$ cat src/rtl/alu_pkg.sv
// Shared op-codes and FSM state encoding for the multicycle ALU.
// ALU_Control uses the same op-code constants.
package alu_pkg;

    localparam logic [3:0] OP_AND  = 4'b0000;
    localparam logic [3:0] OP_OR   = 4'b0001;
    localparam logic [3:0] OP_ADD  = 4'b0010;
    localparam logic [3:0] OP_EQ   = 4'b0011;
    localparam logic [3:0] OP_SLL  = 4'b0100;
    localparam logic [3:0] OP_SRL  = 4'b0101;
    localparam logic [3:0] OP_NA6  = 4'b0110;
    localparam logic [3:0] OP_SRA  = 4'b0111;
    localparam logic [3:0] OP_XOR  = 4'b1000;
    localparam logic [3:0] OP_NOR  = 4'b1001;
    localparam logic [3:0] OP_SUB  = 4'b1010;
    localparam logic [3:0] OP_NAB  = 4'b1011;
    localparam logic [3:0] OP_GE   = 4'b1100;
    localparam logic [3:0] OP_GEU  = 4'b1101;
    localparam logic [3:0] OP_LT   = 4'b1110;
    localparam logic [3:0] OP_LTU  = 4'b1111;

    typedef enum logic [1:0] {
        ST_IDLE  = 2'd0,
        ST_SHIFT = 2'd1,
        ST_DONE  = 2'd2
    } alu_state_e;

    function automatic logic is_shift_op(input logic [3:0] op);
        return (op == OP_SLL) || (op == OP_SRL) || (op == OP_SRA);
    endfunction

endpackage

$ cat src/rtl/alu_comb.sv
// Single-cycle ALU decode for every non-shift op-code.
// Shift codes and undefined codes yield zero here.
module alu_comb
    import alu_pkg::*;
#(
    parameter int DATA_WIDTH = 32
) (
    input  logic [3:0]            op,
    input  logic [DATA_WIDTH-1:0] a,
    input  logic [DATA_WIDTH-1:0] b,
    output logic [DATA_WIDTH-1:0] result
);

    localparam logic [DATA_WIDTH-1:0] ONE  = {{(DATA_WIDTH-1){1'b0}}, 1'b1};
    localparam logic [DATA_WIDTH-1:0] ZERO = '0;

    // Pure combinational op decode; comparisons produce 0 or 1.
    always_comb begin
        result = ZERO;
        unique case (op)
            OP_AND: result = a & b;
            OP_OR:  result = a | b;
            OP_ADD: result = a + b;
            OP_EQ:  result = (a == b) ? ONE : ZERO;
            OP_XOR: result = a ^ b;
            OP_NOR: result = ~(a | b);
            OP_SUB: result = a - b;
            OP_GE:  result = ($signed(a) >= $signed(b)) ? ONE : ZERO;
            OP_GEU: result = (a >= b) ? ONE : ZERO;
            OP_LT:  result = ($signed(a) < $signed(b)) ? ONE : ZERO;
            OP_LTU: result = (a < b) ? ONE : ZERO;
            default: result = ZERO;
        endcase
    end

endmodule

$ cat src/rtl/multicycle_alu.sv
// Multicycle ALU: single-cycle ops finish in one cycle, shifts
// move one bit position per cycle through a working register.
module multicycle_alu
    import alu_pkg::*;
#(
    parameter int DATA_WIDTH = 32
) (
    input  logic                  clk,
    input  logic                  rst,
    input  logic                  start_i,
    input  logic [3:0]            ALU_OP_i,
    input  logic [DATA_WIDTH-1:0] SRC_A_i,
    input  logic [DATA_WIDTH-1:0] SRC_B_i,
    output logic                  busy_o,
    output logic                  done_o,
    output logic [DATA_WIDTH-1:0] ALU_RESULT_o,
    output logic                  ZERO_o
);

    alu_state_e            state;
    logic [3:0]            shift_op;
    logic [DATA_WIDTH-1:0] work;
    logic [4:0]            cnt;
    logic [DATA_WIDTH-1:0] comb_result;
    logic [DATA_WIDTH-1:0] shift_next;
    logic [4:0]            shamt;

    assign shamt = SRC_B_i[4:0];

    alu_comb #(
        .DATA_WIDTH(DATA_WIDTH)
    ) u_alu_comb (
        .op     (ALU_OP_i),
        .a      (SRC_A_i),
        .b      (SRC_B_i),
        .result (comb_result)
    );

    // One-bit step of the shift in progress; SRA replicates the sign bit.
    always_comb begin
        shift_next = work;
        unique case (shift_op)
            OP_SLL:  shift_next = work << 1;
            OP_SRL:  shift_next = work >> 1;
            OP_SRA:  shift_next = {work[DATA_WIDTH-1], work[DATA_WIDTH-1:1]};
            default: shift_next = work;
        endcase
    end

    // Control FSM with working shift register, counter and result register.
    always_ff @(posedge clk) begin
        if (rst) begin
            state        <= ST_IDLE;
            shift_op     <= OP_AND;
            work         <= '0;
            cnt          <= '0;
            ALU_RESULT_o <= '0;
        end else begin
            unique case (state)
                ST_IDLE: begin
                    if (start_i) begin
                        if (is_shift_op(ALU_OP_i) && (shamt != 5'd0)) begin
                            shift_op <= ALU_OP_i;
                            work     <= SRC_A_i;
                            cnt      <= shamt;
                            state    <= ST_SHIFT;
                        end else if (is_shift_op(ALU_OP_i)) begin
                            ALU_RESULT_o <= SRC_A_i;
                            state        <= ST_DONE;
                        end else begin
                            ALU_RESULT_o <= comb_result;
                            state        <= ST_DONE;
                        end
                    end
                end
                ST_SHIFT: begin
                    work <= shift_next;
                    cnt  <= cnt - 5'd1;
                    if (cnt == 5'd1) begin
                        ALU_RESULT_o <= shift_next;
                        state        <= ST_DONE;
                    end
                end
                ST_DONE: begin
                    state <= ST_IDLE;
                end
                default: begin
                    state <= ST_IDLE;
                end
            endcase
        end
    end

    assign busy_o = (state != ST_IDLE);
    assign done_o = (state == ST_DONE);
    assign ZERO_o = (ALU_RESULT_o == '0);

endmodule
$ cat config.mk
export PLATFORM = sky130hd
export DESIGN_NAME = multicycle_alu
export DESIGN_NICKNAME = d
export VERILOG_FILES = /design/src/rtl/alu_pkg.sv /design/src/rtl/alu_comb.sv /design/src/rtl/multicycle_alu.sv
export SDC_FILE = /design/constraint.sdc
export NUM_CORES = 1
export LEC_CHECK = 0
export CORE_MARGIN = 10
export CORE_UTILIZATION = 50
export CTS_CLUSTER_SIZE = 14
export DETAILED_ROUTE_END_ITERATION = 7
export PLACE_DENSITY = 0.79
export SLEW_MARGIN = 20
export SYNTH_ARGS = -nofsm -noshare
export SYNTH_HDL_FRONTEND = slang
export SYNTH_SLANG_ARGS = --single-unit
export TNS_END_PERCENT = 10
$ cat constraint.sdc
create_clock -name clk -period 5.9 [get_ports clk]
set_input_delay 1.475 -clock clk [delete_from_list [all_inputs] [get_ports clk]]
set_output_delay 1.475 -clock clk [all_outputs]
set_load 0.03 [all_outputs]
# Yosys cells after proc, flatten, opt, wreduce, memory -nomap -nowiden
# Index checks and enable logic that the tools add are counted.
totals:
  inputBits: 71
  elab_cells: 75
  out_inout_bits: 35
  reg_bits: 75
classes:
  n_lt_le_gt_ge: 4
  n_addsub: 3
  mux: 22
  reduce_logical: 13
  n_eq_ne: 24
  n_bitwise: 4
ops:
  columns: ["op", "n"]
  rows:
  - ["case mux 32 bit (11 select lines)", 1]
  - ["2-to-1 mux 32 bit", 6]
  - ["case mux 32 bit (2 select lines)", 2]
  - ["case mux 32 bit (3 select lines)", 1]
  - ["greater-or-equal comparator 32 bit", 2]
  - ["< comparator 32 bit", 2]
  - ["adder 32 bit", 1]
  - ["bitwise AND 32 bit", 1]
  - ["equality test 32 bit", 1]
  - ["zero test 32 bit", 1]
  - ["inverter 32 bit", 1]
  - ["bitwise OR 32 bit", 1]
  - ["subtractor 32 bit", 1]
  - ["bitwise XOR 32 bit", 1]
  - ["equality test 4 bit (second input constant)", 7]
  - ["equality test 4 x 3 -> 1 bit (second input constant)", 6]
  - ["2-to-1 mux 5 bit", 2]
  - ["case mux 5 bit (2 select lines)", 1]
  - ["equality test 4 x 2 -> 1 bit (second input constant)", 2]
  - ["!= test 2 bit (second input constant)", 4]
  - ["2-to-1 mux 2 bit", 3]
  - ["AND reduction 3 bit", 2]
  - ["equality test 5 x 1 -> 1 bit (second input constant)", 1]
  - ["2-to-1 mux 1 bit", 5]
  - ["other kinds (13)", 15]

# Depth between registers and ports, before layout
logic_depth:
  depth_word: 7
  mapped_depth: 13

# By module
# A second synthesis with hierarchy kept.
hier_totals:
  hier_cells: 1329
  hier_area_um2: 9589.2
by_module_without_submodules:
  columns: ["module", "seq_area_each_um2", "area_each_um2", "n_inst", "cells_each"]
  rows:
  - ["alu_comb", 0.0, 5368.9, 1, 800]
  - ["multicycle_alu", 1501.4, 4220.3, 1, 529]

# Least setup slack after synthesis
# Ideal clock, no wire load.
synth_timing:
  kind: "input to register"
  startpoint: "input port SRC_A_i[0]"
  endpoint: "register ALU_RESULT_o[28]"
  t_arrival_ns: 3.939
  n_path_buf: 0
  setup_time_ns: 0.130
  required_ns: 5.770
  setup_slack_ns: 1.831
  path_stages: 13
  cell_sequence: "inv_1 ha_1 inv_1 fa_1 nor2b_1 o21ai_2 a21oi_4 nor4_2 nor3_1 or4_1 xnor2_1 a211oi_1 a211oi_1"
synth_via:
  elab_chain_len: 6
  elab_cells_between_ends: 7
  classes_between: "2 x add/sub; 5 x mux"
synth_rtl:
  columns: ["item", "line", "rtl"]
  rows:
  - ["start: declaration", "multicycle_alu.sv:12", "input logic [DATA_WIDTH-1:0] SRC_A_i,"]
  - ["subtractor 32 bit / adder 32 bit (equally long branches)", "alu_comb.sv:27, alu_comb.sv:23", null]
  - ["case mux 32 bit (11 select lines) *", "alu_comb.sv:20", "unique case (op)"]
  - ["2-to-1 mux 32 bit *", "multicycle_alu.sv:67", "end else if (is_shift_op(ALU_OP_i)) begin"]
  - ["2-to-1 mux 32 bit *", "multicycle_alu.sv:62", "if (is_shift_op(ALU_OP_i) && (shamt != 5'd0)) begin"]
  - ["2-to-1 mux 32 bit *", "multicycle_alu.sv:61", "if (start_i) begin"]
  - ["case mux 32 bit (2 select lines) *", "multicycle_alu.sv:59", "unique case (state)"]
  - ["end signal: assignment", "multicycle_alu.sv:68", "ALU_RESULT_o <= SRC_A_i;"]
  - ["end signal: assignment", "multicycle_alu.sv:71", "ALU_RESULT_o <= comb_result;"]
  - ["end signal: assignment", "multicycle_alu.sv:80", "ALU_RESULT_o <= shift_next;"]
  - ["end: declaration", "multicycle_alu.sv:16", "output logic [DATA_WIDTH-1:0] ALU_RESULT_o,"]
# Every way passes the cells marked *; elsewhere a longest branch is shown, timed or not. The select of a mux whose other input is x is not followed.
# A chain may end at the register's enable or synchronous reset.

# Worst setup path after layout
layout_timing:
  startpoint: "input port SRC_A_i[7]"
  endpoint: "register ALU_RESULT_o[31]"
# The elaborated chain is that of the path after synthesis.

==> flow_summary_export.csv <==
group,metric,value,unit
setup_path,path_cells,"clkdlybuf4s50_1 -> inv_1 -> ha_1 -> and2_1 -> a221oi_1 -> o21bai_1 -> o211ai_1 -> a31oi_1 -> a2111oi_1 -> mux2i_1 -> nand2_1 -> a31oi_1",
pwr,leakagePower,4.30,nW
floorplanning,dieArea,24900,µm²
yosys,synth_compound_area_frac,0.377,
global_routing,grt.met1_usage,0.359,
setup_path,cp_max_fo,8,
floorplanning,die_h,158,µm
detailed_routing,post_drt_via_cell_ratio,6.81,
pwr,peakVddDrop,0.000174,V
clock_network,cts_made_buffers,9,
setup_path,crit_path_end_kind,"flop",
setup_path,critPathMaxStageDelay,640,ps
placement,portBuffers,105,
global_routing,grt_use_met2,0.472,
detailed_routing,route.detailed.drc,3,
clock_network,htree_levels,3,
yosys,synth-seq-cells,75,
detailed_routing,routedWlPerCell,22.7,µm
detailed_routing,drt-initial-drc-count,1513,
yosys,synth_top_family_by_area,"compound AO/OA/AOI/OAI gates",
min_path,hold_path.class,"flop to flop",
clock_network,post_cts_hold_buffer_count,0,
yosys,synthXorXnorAreaFrac,0.00739,
setup_path,crit_required,6180,ps
sta,slew_viol_final,0,
setup_path,slowest_stage,"a2111oi_1",
detailed_routing,drt_first_pass_iters,8,
setup_path,critical_path_depth,12,
sta,finalCriticalPeriod,4980,ps
global_routing,grt_max_degree,74,
floorplanning,start_util,0.507,
run_status,failed_checks,"DRC",
yosys,synth_edf_count,0,
setup_path,critPathBufInv,2,
placement,gp_congestion,0.977,
setup_path,start_kind,"primary input",
sta,rsz0062_at_grt,"false",
setup_path,crit_type,"primary input to flop",
yosys,syn_nets,1547,
global_routing,grt_pass1_vias,10600,
sta,hold_violations,0,
global_routing,busiest_layer,"met2",
yosys,synth_cells,1375,
finish,mostFrequentLayoutCells,"221 x nor2_1, 170 x a21oi_1, 106 x inv_1",
run_status,outcome,"finished with violations",
finish,drive_gt1_frac,0.0611,
placement,dp_hpwl,28300,µm
sta,timing.final.crit_share,0.843,
finish,final_util,0.584,
clock_network,clockBufferDepth,2,
yosys,synth_mux_area_frac,0.0129,
setup_path,crit_top_cell,"a31oi_1",
yosys,synthAdderAreaFrac,0.135,
clock_network,cts_resized,0,
yosys,synth_simple_gate_area_share,0.221,
finish,antenna_cells,0,
yosys,ys_seq_area_frac,0.158,
job,maxCapViolCount,0,
sta,slew_headroom,0.253,
detailed_routing,drtAntennaViolNets,0,
clock_network,cts_tree,"yes",
sta,max_freq,0.201,GHz
finish,fillers,1808,
clock_network,cts_root_buf,"clkbuf_16",
global_routing,gr-total-overflow,0,
global_routing,grt_antenna_before_repair,1,
sta,tns,0,ps
clock_network,cts_setup_buffers,0,
yosys,yosys_warnings,0,
pwr,power_density,188,nW/µm²
finish,area_delta_synth_final,15.2,%
detailed_routing,drt_wl_total,37600,µm
yosys,avgSynthCellArea,6.89,µm²
setup_path,cp.arrival,5260,ps
setup_path,r2r_cells,8,
sta,finalSetupViolCount,0,
clock_network,cts_sinks,75,
floorplanning,die_w,158,µm
sta,worst_pin_slew,1120,ps
global_routing,grt_util_met3,0.0589,
finish,nNetsFinal,1591,
clock_network,path_clk_slew,70,ps
floorplanning,io-pin-count,106,
detailed_routing,via_count,11300,
setup_path,critPathTopFamily,"compound AO/OA/AOI/OAI gates",
yosys,synth-async-reset-ratio,0,
floorplanning,fp-row-count,50,
global_routing,grt_pass1_wl,58200,µm
yosys,synth.distinct_cells,91,
sta,fin_skew,8.61,ps
floorplanning,core_area,18700,µm²
min_path,hold_depth,1,
clock_network,clk_latency,350,ps
yosys,syn_area,9480,µm²
finish,final_common_cell,"nor2_1",
yosys,ys.flop_type,"dfxtp_1",
sta,holdWs,470,ps
global_routing,grt_util_all_layers,0.292,
-- cell usage after synthesis, drive strengths merged, types with 16 or more instances --
library cell | n | area, µm²
clkbuf | 71 | 290
a222oi | 30 | 300
nand4 | 20 | 125
buf | 25 | 145
inv | 107 | 402
nor3 | 30 | 155
a211oi | 25 | 193
dfxtp | 75 | 1500
a31oi | 25 | 156
nor2 | 223 | 837
o21bai | 16 | 120
ha | 99 | 1240
a21oi | 174 | 893
nand3 | 26 | 130
o211ai | 17 | 133
nor4 | 25 | 163
nand2 | 66 | 248
a221oi | 42 | 387
o21ai | 83 | 419
-- cell type report --
cell class | instances | area, µm² | share of cell area
clock buffer | 9 | 225 | 0.0206
multi-input combinational | 1096 | 7200 | 0.659
inverter | 108 | 405 | 0.0371
sequential | 75 | 1500 | 0.138
tap | 234 | 293 | 0.0268
timing repair buffer | 129 | 1240 | 0.113
clock inverter | 7 | 60.1 | 0.00550
-- registers in the layout, summed over array words and instances, names as in the netlist --
register and flops:
work 32, shift_op 4, state 2, ALU_RESULT_o 32
cnt 5
-- report_power, final --
group          internal [mW]  switching, mW  leakage [nW]
Sequential             0.545         0.0444         0.613
Combinational          0.336          0.585          3.55
Clock                  0.292          0.252         0.131
Total                   1.17          0.882          4.30
-- metal layers --
| layer | vias up | part of all wire |
|---|---|---|
| met5 | - | 0.00045 |
| met4 | 2 | 0.053 |
| li1 | 5191 | - |
| met1 | 5230 | 0.39 |
| met2 | 724 | 0.45 |
| met3 | 145 | 0.11 |
-- worst paths after layout --
kind / endpoint / from / slack [ps]
max reg2reg: ALU_RESULT_o[26]$_SDFFE_PP0P_ / shift_op[3]$_SDFFE_PP0P_ / 3020
min: shift_op[3]$_SDFFE_PP0P_ / shift_op[3]$_SDFFE_PP0P_ / 470
max: ALU_RESULT_o[31]$_SDFFE_PP0P_ / SRC_A_i[7] / 920
min reg2reg: shift_op[3]$_SDFFE_PP0P_ / shift_op[3]$_SDFFE_PP0P_ / 470
-- metrics by stage --
step	cell area, µm²	cells	setup WS [ps]	total power, mW
floorplan	9480	1375	1830	1.18
global placement	10600	1642	767	1.48
detailed placement	10600	1642	717	1.49
CTS	10900	1658	1080	2.03
global route	10900	1658	876	2.15
finish	10900	1658	924	2.05
-- cells by family (layout without fill, tap and decap cells) --
family	Yosys count	after routing
mux	12	12
fa+ha+maj	101	101
xor+xnor	8	8
flops	75	75
buf+inv	204	253
compound gates	521	521
simple gates	454	454
Power figures use the tool's default switching activity.
